==> src/rtl/flag_sync_pkg.sv <==
// Purpose: shared FSM encoding and default parameters for the flag_sync dispatch path.
// Latency: n/a (types and constants only).
// Backpressure: n/a.
package flag_sync_pkg;

    localparam int DEF_DATA_W  = 8;
    localparam int DEF_DEPTH   = 4;
    localparam int DEF_TIMEOUT = 16;

    typedef enum logic [1:0] {
        ST_IDLE      = 2'd0,
        ST_WAIT_DONE = 2'd1,
        ST_WAIT_CLR  = 2'd2
    } state_t;

endpackage

==> src/rtl/sync_fifo_19.sv <==
// Purpose: small in-order FIFO with registered occupancy; head word readable combinationally.
// Latency: a word pushed at edge k is visible at the head after edge k.
// Backpressure: pushes while full and pops while empty are ignored.
module sync_fifo_19
    import flag_sync_pkg::*;
#(
    parameter int DATA_W = DEF_DATA_W,
    parameter int DEPTH  = DEF_DEPTH
) (
    input  logic                     clk,
    input  logic                     rst_n,
    input  logic                     i_push,
    input  logic [DATA_W-1:0]        i_push_data,
    input  logic                     i_pop,
    output logic [DATA_W-1:0]        o_pop_data,
    output logic [$clog2(DEPTH):0]   o_count,
    output logic                     o_full,
    output logic                     o_empty
);
    localparam int AW = $clog2(DEPTH);
    localparam int CW = AW + 1;
    localparam logic [CW-1:0] FULL_CNT = CW'(DEPTH);

    logic [DATA_W-1:0] r_mem [DEPTH];
    logic [AW-1:0]     r_wr_ptr;
    logic [AW-1:0]     r_rd_ptr;
    logic [CW-1:0]     r_count;
    logic              w_push_ok;
    logic              w_pop_ok;

    assign o_full     = (r_count == FULL_CNT);
    assign o_empty    = (r_count == '0);
    assign w_push_ok  = i_push && !o_full;
    assign w_pop_ok   = i_pop && !o_empty;
    assign o_pop_data = r_mem[r_rd_ptr];
    assign o_count    = r_count;

    // Storage array: written at the tail; contents need no reset since count gates reads.
    always_ff @(posedge clk) begin
        if (w_push_ok) begin
            r_mem[r_wr_ptr] <= i_push_data;
        end
    end

    // Pointers wrap naturally (DEPTH is a power of two); simultaneous push+pop keeps count.
    always_ff @(posedge clk or negedge rst_n) begin
        if (!rst_n) begin
            r_wr_ptr <= '0;
            r_rd_ptr <= '0;
            r_count  <= '0;
        end else begin
            if (w_push_ok) begin
                r_wr_ptr <= r_wr_ptr + 1'b1;
            end
            if (w_pop_ok) begin
                r_rd_ptr <= r_rd_ptr + 1'b1;
            end
            case ({w_push_ok, w_pop_ok})
                2'b10:   r_count <= r_count + 1'b1;
                2'b01:   r_count <= r_count - 1'b1;
                default: r_count <= r_count;
            endcase
        end
    end

endmodule

==> src/rtl/flag_sync_dispatch_19.sv <==
// Purpose: buffers words and issues them one at a time to the flag-sync stage, capturing results.
// Latency: push at edge k -> trigger after edge k+1; result slot valid one cycle after done sampled.
// Backpressure: in_ready drops when FIFO full; no issue while result slot occupied or done still high.
module flag_sync_dispatch_19
    import flag_sync_pkg::*;
#(
    parameter int DATA_W  = DEF_DATA_W,
    parameter int DEPTH   = DEF_DEPTH,
    parameter int TIMEOUT = DEF_TIMEOUT
) (
    input  logic                   clk,
    input  logic                   rst_n,
    input  logic                   in_valid,
    input  logic [DATA_W-1:0]      in_data,
    output logic                   in_ready,
    output logic                   sync_trigger,
    output logic [DATA_W-1:0]      sync_data,
    input  logic                   sync_done,
    input  logic [DATA_W-1:0]      sync_result,
    output logic                   res_valid,
    output logic [DATA_W-1:0]      res_data,
    input  logic                   res_ready,
    output logic                   busy,
    output logic [$clog2(DEPTH):0] fifo_count,
    output logic                   err_timeout
);
    localparam int TW = $clog2(TIMEOUT);
    localparam logic [TW-1:0] TMO_LAST = TW'(TIMEOUT - 1);

    state_t              r_state;
    state_t              w_state_nxt;
    logic                w_issue;
    logic                w_capture;
    logic                w_abort;
    logic [DATA_W-1:0]   w_head;
    logic                w_fifo_full;
    logic                w_fifo_empty;
    logic [TW-1:0]       r_timer;
    logic                r_trigger;
    logic [DATA_W-1:0]   r_sync_data;
    logic                r_res_valid;
    logic [DATA_W-1:0]   r_res_data;
    logic                r_busy;
    logic                r_err;

    sync_fifo_19 #(
        .DATA_W (DATA_W),
        .DEPTH  (DEPTH)
    ) u_fifo (
        .clk         (clk),
        .rst_n       (rst_n),
        .i_push      (in_valid),
        .i_push_data (in_data),
        .i_pop       (w_issue),
        .o_pop_data  (w_head),
        .o_count     (fifo_count),
        .o_full      (w_fifo_full),
        .o_empty     (w_fifo_empty)
    );

    assign in_ready     = !w_fifo_full;
    assign sync_trigger = r_trigger;
    assign sync_data    = r_sync_data;
    assign res_valid    = r_res_valid;
    assign res_data     = r_res_data;
    assign busy         = r_busy;
    assign err_timeout  = r_err;

    // State register.
    always_ff @(posedge clk or negedge rst_n) begin
        if (!rst_n) begin
            r_state <= ST_IDLE;
        end else begin
            r_state <= w_state_nxt;
        end
    end

    // Next state: issue only when the stage has dropped done and the result slot is free.
    always_comb begin
        w_state_nxt = r_state;
        w_issue     = 1'b0;
        w_capture   = 1'b0;
        w_abort     = 1'b0;
        case (r_state)
            ST_IDLE: begin
                if (!w_fifo_empty && !r_res_valid && !sync_done) begin
                    w_issue     = 1'b1;
                    w_state_nxt = ST_WAIT_DONE;
                end
            end
            ST_WAIT_DONE: begin
                // Done wins over a coincident timeout.
                if (sync_done) begin
                    w_capture   = 1'b1;
                    w_state_nxt = ST_WAIT_CLR;
                end else if (r_timer == TMO_LAST) begin
                    w_abort     = 1'b1;
                    w_state_nxt = ST_IDLE;
                end
            end
            ST_WAIT_CLR: begin
                if (!sync_done) begin
                    w_state_nxt = ST_IDLE;
                end
            end
            default: w_state_nxt = ST_IDLE;
        endcase
    end

    // Trigger pulse, issued word, timeout timer, result slot and sticky error.
    always_ff @(posedge clk or negedge rst_n) begin
        if (!rst_n) begin
            r_trigger   <= 1'b0;
            r_sync_data <= '0;
            r_timer     <= '0;
            r_res_valid <= 1'b0;
            r_res_data  <= '0;
            r_busy      <= 1'b0;
            r_err       <= 1'b0;
        end else begin
            r_trigger <= w_issue;
            r_busy    <= (w_state_nxt != ST_IDLE);
            if (w_issue) begin
                r_sync_data <= w_head;
                r_timer     <= '0;
            end else if (r_state == ST_WAIT_DONE) begin
                r_timer <= r_timer + 1'b1;
            end
            if (w_capture) begin
                r_res_data  <= sync_result;
                r_res_valid <= 1'b1;
            end else if (r_res_valid && res_ready) begin
                r_res_valid <= 1'b0;
            end
            if (w_abort) begin
                r_err <= 1'b1;
            end
        end
    end

endmodule
==> config.mk <==
export PLATFORM = sky130hd
export DESIGN_NAME = flag_sync_dispatch_19
export DESIGN_NICKNAME = d
export VERILOG_FILES = /design/src/rtl/flag_sync_pkg.sv /design/src/rtl/sync_fifo_19.sv /design/src/rtl/flag_sync_dispatch_19.sv
export SDC_FILE = /design/constraint.sdc
export NUM_CORES = 1
export LEC_CHECK = 0
export ABC_AREA = 1
export CORE_MARGIN = 4
export CORE_UTILIZATION = 57
export DETAILED_ROUTE_END_ITERATION = 16
export GPL_ROUTABILITY_DRIVEN = 0
export PLACE_DENSITY = 0.84
export RECOVER_POWER = 25
export SYNTH_ARGS = -nofsm -noshare
export SYNTH_HDL_FRONTEND = slang
export SYNTH_SLANG_ARGS = --single-unit
==> constraint.sdc <==
create_clock -name clk -period 3.7 [get_ports clk]
set_input_delay 0.37 -clock clk [delete_from_list [all_inputs] [get_ports clk]]
set_output_delay 0.37 -clock clk [all_outputs]
set_load 0.05 [all_outputs]
==> results.json, run 1 <==
{
  "path_max_fanout": 19,
  "hold_path.class": "reg2reg",
  "power_density_nw_per_um2": 885,
  "antenna_cells": 0,
  "worstSkewPairLatency_ps": 330,
  "hold_viol": 0,
  "drtIter0Drc": 109,
  "critical_path.max_stage_delay_ps": 650,
  "cts-hold-fix-buffers": 0,
  "path_cells": "clkdlybuf4s50_1 > nor2_1 > nand3_4 > inv_2 > ha_1 > inv_1 > fa_1 > nand2_1 > nand3b_1 > xor2_1",
  "crit-reg2reg-launch": "res_valid",
  "setup_viol": 0,
  "peakVddDrop_v": 0.000475,
  "r2r_cells": 9,
  "fmax_mhz": 393,
  "yosysMostFrequentCell": "nand2_1",
  "die_x_um": 78.9,
  "hpwl_um": 3820,
  "yosysUniqueCellTypes": 23,
  "violations": "max-capacitance violations, max-slew violations",
  "r2r-end": "u_fifo.o_count[2]",
  "start_util": 0.598,
  "status": "finished, violations left",
  "post_cts_resized": 0,
  "rsz0062_at_grt": "no",
  "layout-drive-gt1-share": 0.0663,
  "clk_pin_slew_ps": 70,
  "grt_max_degree": 34,
  "post_cts_buffers": 0,
  "ant_nets": 0,
  "crit_path_start_kind": "input pin",
  "synth-main-ff-cell": "dfrtp_1",
  "yosys-top-cells-area": "edfxtp_1 34%, dfrtp_1 29%, nand2_1 13%",
  "nFillCells": 346,
  "required_ps": 3920,
  "vias": 2011,
  "worstSetupStartpoint": "sync_done",
  "fin_nets": 370,
  "cts-buffers-inserted": 9,
  "grt_pass1_vias": 2090,
  "antenna_found_initial": 0,
  "crit_family": "buffers and inverters",
  "grt.total_usage": 0.207,
  "core_area_um2": 4790,
  "ios": 45,
  "critical_path_class": "in2reg",
  "instances_no_fill": 414,
  "period_needed_ps": 2540,
  "maxCapViolCount": 1,
  "drt_pass1_iterations": 4,
  "critPathSlowestCell": "clkdlybuf4s50_1",
  "r2r_slack_ps": 1530,
  "tightestPinTransition_ps": 1720,
  "power_mw": 3.10,
  "grt_pass1_wl_um": 9660,
  "synthArstFlopShare": 0.508,
  "clock_path_buffers": 2,
  "finalMaxSlewViolations": 34,
  "syn_inst": 293,
  "numPortBuffers": 44,
  "period_share": 0.687,
  "netlist_area_um2": 2860,
  "placed_area_um2": 3330,
  "ys_seq_elements": 65,
  "routed_wl_um": 5700,
  "slew_headroom": -0.144,
  "wl_per_cell_um": 13.8,
  "synth_common_cells": "101 x nand2_1, 50 x inv_1, 33 x dfrtp_1",
  "finalInstanceArea_um2": 3500,
  "ys_warn_count": 0,
  "synth_area_per_cell_um2": 9.77,
  "crit_end": "u_fifo.o_count[2]",
  "synth_top_area_frac": 0.336,
  "clock-root-buffer": "clkbuf_8",
  "htree_levels": 3,
  "tritoncts": "yes",
  "worst_clock_skew_ps": 7.81,
  "critPathArrivalTime_ps": 2770,
  "dieArea_um2": 6220,
  "route.detailed.drc": 0,
  "synth_edf_count": 32,
  "yosys.area.top_type": "edfxtp_1",
  "die_y_um": 78.9,
  "crit_buf_inv": 3,
  "synth_nets": 321,
  "clock-sinks": 65,
  "p_leak_nw": 1.69,
  "dpl.cell_count": 398,
  "yosysSeqAreaShare": 0.624,
  "grt_overflow": 0,
  "placementRows": 25,
  "timing.setup.tns_ps": 0,
  "cp.depth": 10,
  "syn_to_final_growth_pct": 22.4,
  "end_kind": "flip-flop",
  "vias_per_cell": 4.86
}
worst register-to-register path: cells and delay by family (launching register included):
kind | cells | cell delay, ps
fa+ha+maj | 2 | 590
buf+inv | 2 | 310
simple gates | 4 | 630
flops | 1 | 400
xor+xnor | 1 | 150
cell families after synthesis:
family	share of synthesized area
compound gates	0.0140
flops	0.624
simple gates	0.223
fa+ha+maj	0.0332
xor+xnor	0.0122
buf+inv	0.0936
through the flow:
step                setup slack, ps  utilization  hold WS [ps]
floorplan                      1300            -          74.4
global placement                964        0.695           454
detailed placement              854        0.695           457
CTS                            1180        0.733           438
global route                    989        0.732           505
finish                         1160        0.732           472
final cells by class:
class | instances | area (um^2) | area share
flip-flops and latches | 65 | 1790 | 0.510
multi-input cells | 168 | 807 | 0.230
repair buffers | 45 | 444 | 0.127
inverters | 53 | 201 | 0.0575
clock buffers | 12 | 135 | 0.0386
well taps | 67 | 83.8 | 0.0239
clock inverters | 4 | 43.8 | 0.0125
sequential cells by signal (all words and copies together), names as in the netlist, 2 cells and up:
signal,cells
u_fifo.r_mem,32
res_data,8
sync_data,8
r_timer,4
u_fifo.o_count,3
r_state,2
u_fifo.r_rd_ptr,2
u_fifo.r_wr_ptr,2
metal layers:
layer  GRT usage  up-vias  wire, um
li1            -     1005         -
met1       0.254      956      2410
met2       0.356       40      3030
met3      0.0397       10       155
met4      0.0962        0       101
met5           0        -         0
how the worst min path moves through the flow:
| stage | from | end | slack, ps | depth (start not counted) |
|---|---|---|---|---|
| 2_1_floorplan | rst_n | busy | 70 | 0 |
| 3_3_place_gp | res_data[0] | res_data[0] | 450 | 2 |
| 3_5_place_dp | res_data[1] | res_data[1] | 460 | 2 |
| 4_1_cts | rst_n | r_timer[3] | 440 | 2 |
| 5_1_grt | err_timeout | err_timeout | 510 | 1 |
| 6_report | res_data[3] | res_data[3] | 470 | 2 |
power by group:
group / switching (mW) / total (mW) / internal (mW)
Combinational: 0.931 / 1.37 / 0.443
Clock: 0.252 / 0.559 / 0.308
Sequential: 0.170 / 1.17 / 0.997
cell usage in the layout, fill, tap and decap left out:
master / count
inv_4: 1
o21ai_0: 4
a21oi_1: 1
nand2_1: 101
nor2_2: 2
nand3_4: 1
edfxtp_1: 32
dlygate4sd3_1: 8
o21bai_1: 1
inv_1: 50
dfrtp_1: 33
clkdlybuf4s50_1: 36
bufinv_16: 1
xor2_1: 2
nand3b_1: 1
xnor2_1: 2
o21a_1: 1
clkbuf_1: 4
nor2_1: 9
clkbuf_8: 9
ha_1: 6
nand2_2: 4
clkinv_1: 1
inv_2: 2
nand3_1: 31
or2_2: 1
fa_1: 1
clkinv_2: 2
(Power assumes the default switching activity.)
==> run 2, diff against run 1 <==
Settings changed: CORE_UTILIZATION 57 to 48, PLACE_DENSITY 0.84 to 0.75.
Clock period 3.7 ns to 2.1 ns, I/O delays scaled along.
==> results.json, run 2 (same netlist as run 1, synthesis figures left out) <==
{
  "drt_pass1_iterations": 4,
  "instances_no_fill": 427,
  "placementRows": 27,
  "p_comb_frac": 0.437,
  "clock_path_buffers": 2,
  "dpl.cell_count": 411,
  "p_int_mw": 3.34,
  "vias_per_cell": 4.64,
  "period_share": 0.909,
  "finalMaxSlewViolations": 0,
  "p_leak_nw": 1.76,
  "min_from": "sync_result[3]",
  "crit-reg2reg-launch": "u_fifo.o_count[0]",
  "vias": 1981,
  "clock-sinks": 65,
  "grt.total_usage": 0.170,
  "required_ps": 2350,
  "die_y_um": 85.2,
  "start_util": 0.507,
  "largest-register": "u_fifo.r_mem",
  "route.detailed.drc": 0,
  "clockPowerShare": 0.206,
  "finalInstanceArea_um2": 3630,
  "drtIter0Drc": 81,
  "period_needed_ps": 1910,
  "crit_path_start_kind": "flip-flop",
  "htree_levels": 3,
  "clock-root-buffer": "clkbuf_8",
  "power_density_nw_per_um2": 1570,
  "grt_overflow": 0,
  "syn_to_final_growth_pct": 26.8,
  "antenna_cells": 0,
  "min_path_cells": 3,
  "critPathArrivalTime_ps": 2160,
  "p_sw_mw": 2.36,
  "antenna_found_initial": 0,
  "whs_ps": 423,
  "grt_pass1_vias": 2018,
  "status": "finished, final reports clean",
  "r2r_slack_ps": 190,
  "worstSkewPairLatency_ps": 340,
  "layout-drive-gt1-share": 0.104,
  "r2r-end": "u_fifo.o_count[2]",
  "peakVddDrop_v": 0.000985,
  "die_x_um": 85.2,
  "grt_pass1_wl_um": 9420,
  "path_max_fanout": 8,
  "wl_per_cell_um": 12.7,
  "ant_nets": 0,
  "final_common_cell": "nand2_1",
  "worst_clock_skew_ps": 8.62,
  "timing.setup.tns_ps": 0,
  "fmax_mhz": 524,
  "numPortBuffers": 44,
  "hold_path.class": "in2reg",
  "routed_wl_um": 5430,
  "hold_viol": 0,
  "tritoncts": "yes",
  "post_cts_buffers": 0,
  "placed_area_um2": 3400,
  "maxCapViolCount": 0,
  "tightestPinTransition_ps": 864,
  "ios": 45,
  "largest_reg_flops": 32,
  "fin_nets": 378,
  "hpwl_um": 3700,
  "clk_pin_slew_ps": 70,
  "swShare": 0.414,
  "layout_common_cells": "100 x nand2_1, 50 x inv_1, 35 x clkdlybuf4s50_1",
  "rsz0062_at_grt": "no",
  "end_kind": "flip-flop",
  "seqPwrFrac": 0.357,
  "slew_headroom": 0.424,
  "final_util": 0.643,
  "core_area_um2": 5640,
  "dieArea_um2": 7260,
  "grt_max_degree": 34,
  "critical_path_class": "reg2reg",
  "min_to": "res_data[3]",
  "r2r_cells": 10,
  "setup_viol": 0,
  "cts-buffers-inserted": 9
}
run 2: cell types whose count changed in the layout (fill, tap and decap cells not counted), moves of 2 or more:
cell	change
buf_4	+8
clkinv_2	-2
dfrtp_2	+3
clkbuf_8	+2
dfrtp_1	-3
run 2: layer usage:
metal | global-route usage | up-vias | routed length [um]
li1 | - | 1017 | -
met1 | 0.213 | 915 | 2410
met2 | 0.269 | 35 | 2710
met3 | 0.0447 | 14 | 179
met4 | 0.0892 | 0 | 132
met5 | 0 | - | 0
run 2: final cells by class:
| cell class | count | area (um^2) |
|---|---|---|
| clock inverter | 2 | 60.1 |
| sequential | 65 | 1790 |
| multi-input combinational | 168 | 820 |
| clock buffer | 14 | 163 |
| tap | 72 | 90.1 |
| inverter | 53 | 201 |
| timing repair buffer | 53 | 505 |
| fill | 420 | 2010 |
run 2: timing repair:
action	CTS	global route
gates resized for setup	0	1
setup endpoints to repair	0	1
hold buffers	0	0
run 2: worst max-delay path: stages (launching register included):
cell	delay, ps
dfrtp_2	440
nor2_4	150
nand2_4	60
nand2_2	140
ha_1	210
inv_1	80
fa_1	390
inv_1	70
nand2_1	50
nand3b_1	90
xor2_1	160
run 2: power by group through the flow:
stage	Combinational, mW	Sequential (mW)	Clock, mW
6_report	2.50	2.04	1.18
5_1_grt	2.75	2.10	1.27
4_1_cts	2.53	2.03	1.20
3_5_place_dp	2.50	2.05	0
3_3_place_gp	2.46	2.03	0
2_1_floorplan	1.15	2.66	0
run 2: per-stage QoR:
step           setup WS (ps)  total power [mW]
6_report                 191              5.71
3_5_place_dp            72.5              4.55
5_1_grt                 24.7              6.11
4_1_cts                  146              5.76
2_1_floorplan           10.8              3.81
3_3_place_gp            86.9              4.49
run 2: worst max path at each step:
| stage | startpoint | endpoint | slack [ps] | depth (start not counted) |
|---|---|---|---|---|
| after floorplan | res_valid | u_fifo.o_count[2] | 10 | 9 |
| after global placement | sync_done | u_fifo.o_count[2] | 90 | 10 |
| after detailed placement | sync_done | u_fifo.o_count[2] | 70 | 10 |
| after CTS | u_fifo.o_count[0] | in_ready | 150 | 3 |
| after global routing | u_fifo.o_count[0] | u_fifo.o_count[2] | 20 | 10 |
| final | u_fifo.o_count[0] | u_fifo.o_count[2] | 190 | 10 |
==> run 3, diff against run 2 <==
Settings changed: CAP_MARGIN set to 20, GPL_TIMING_DRIVEN set to 1.
==> results of run 3 <==
No change in the layout: final DEF, timing and power equal those of run 2.
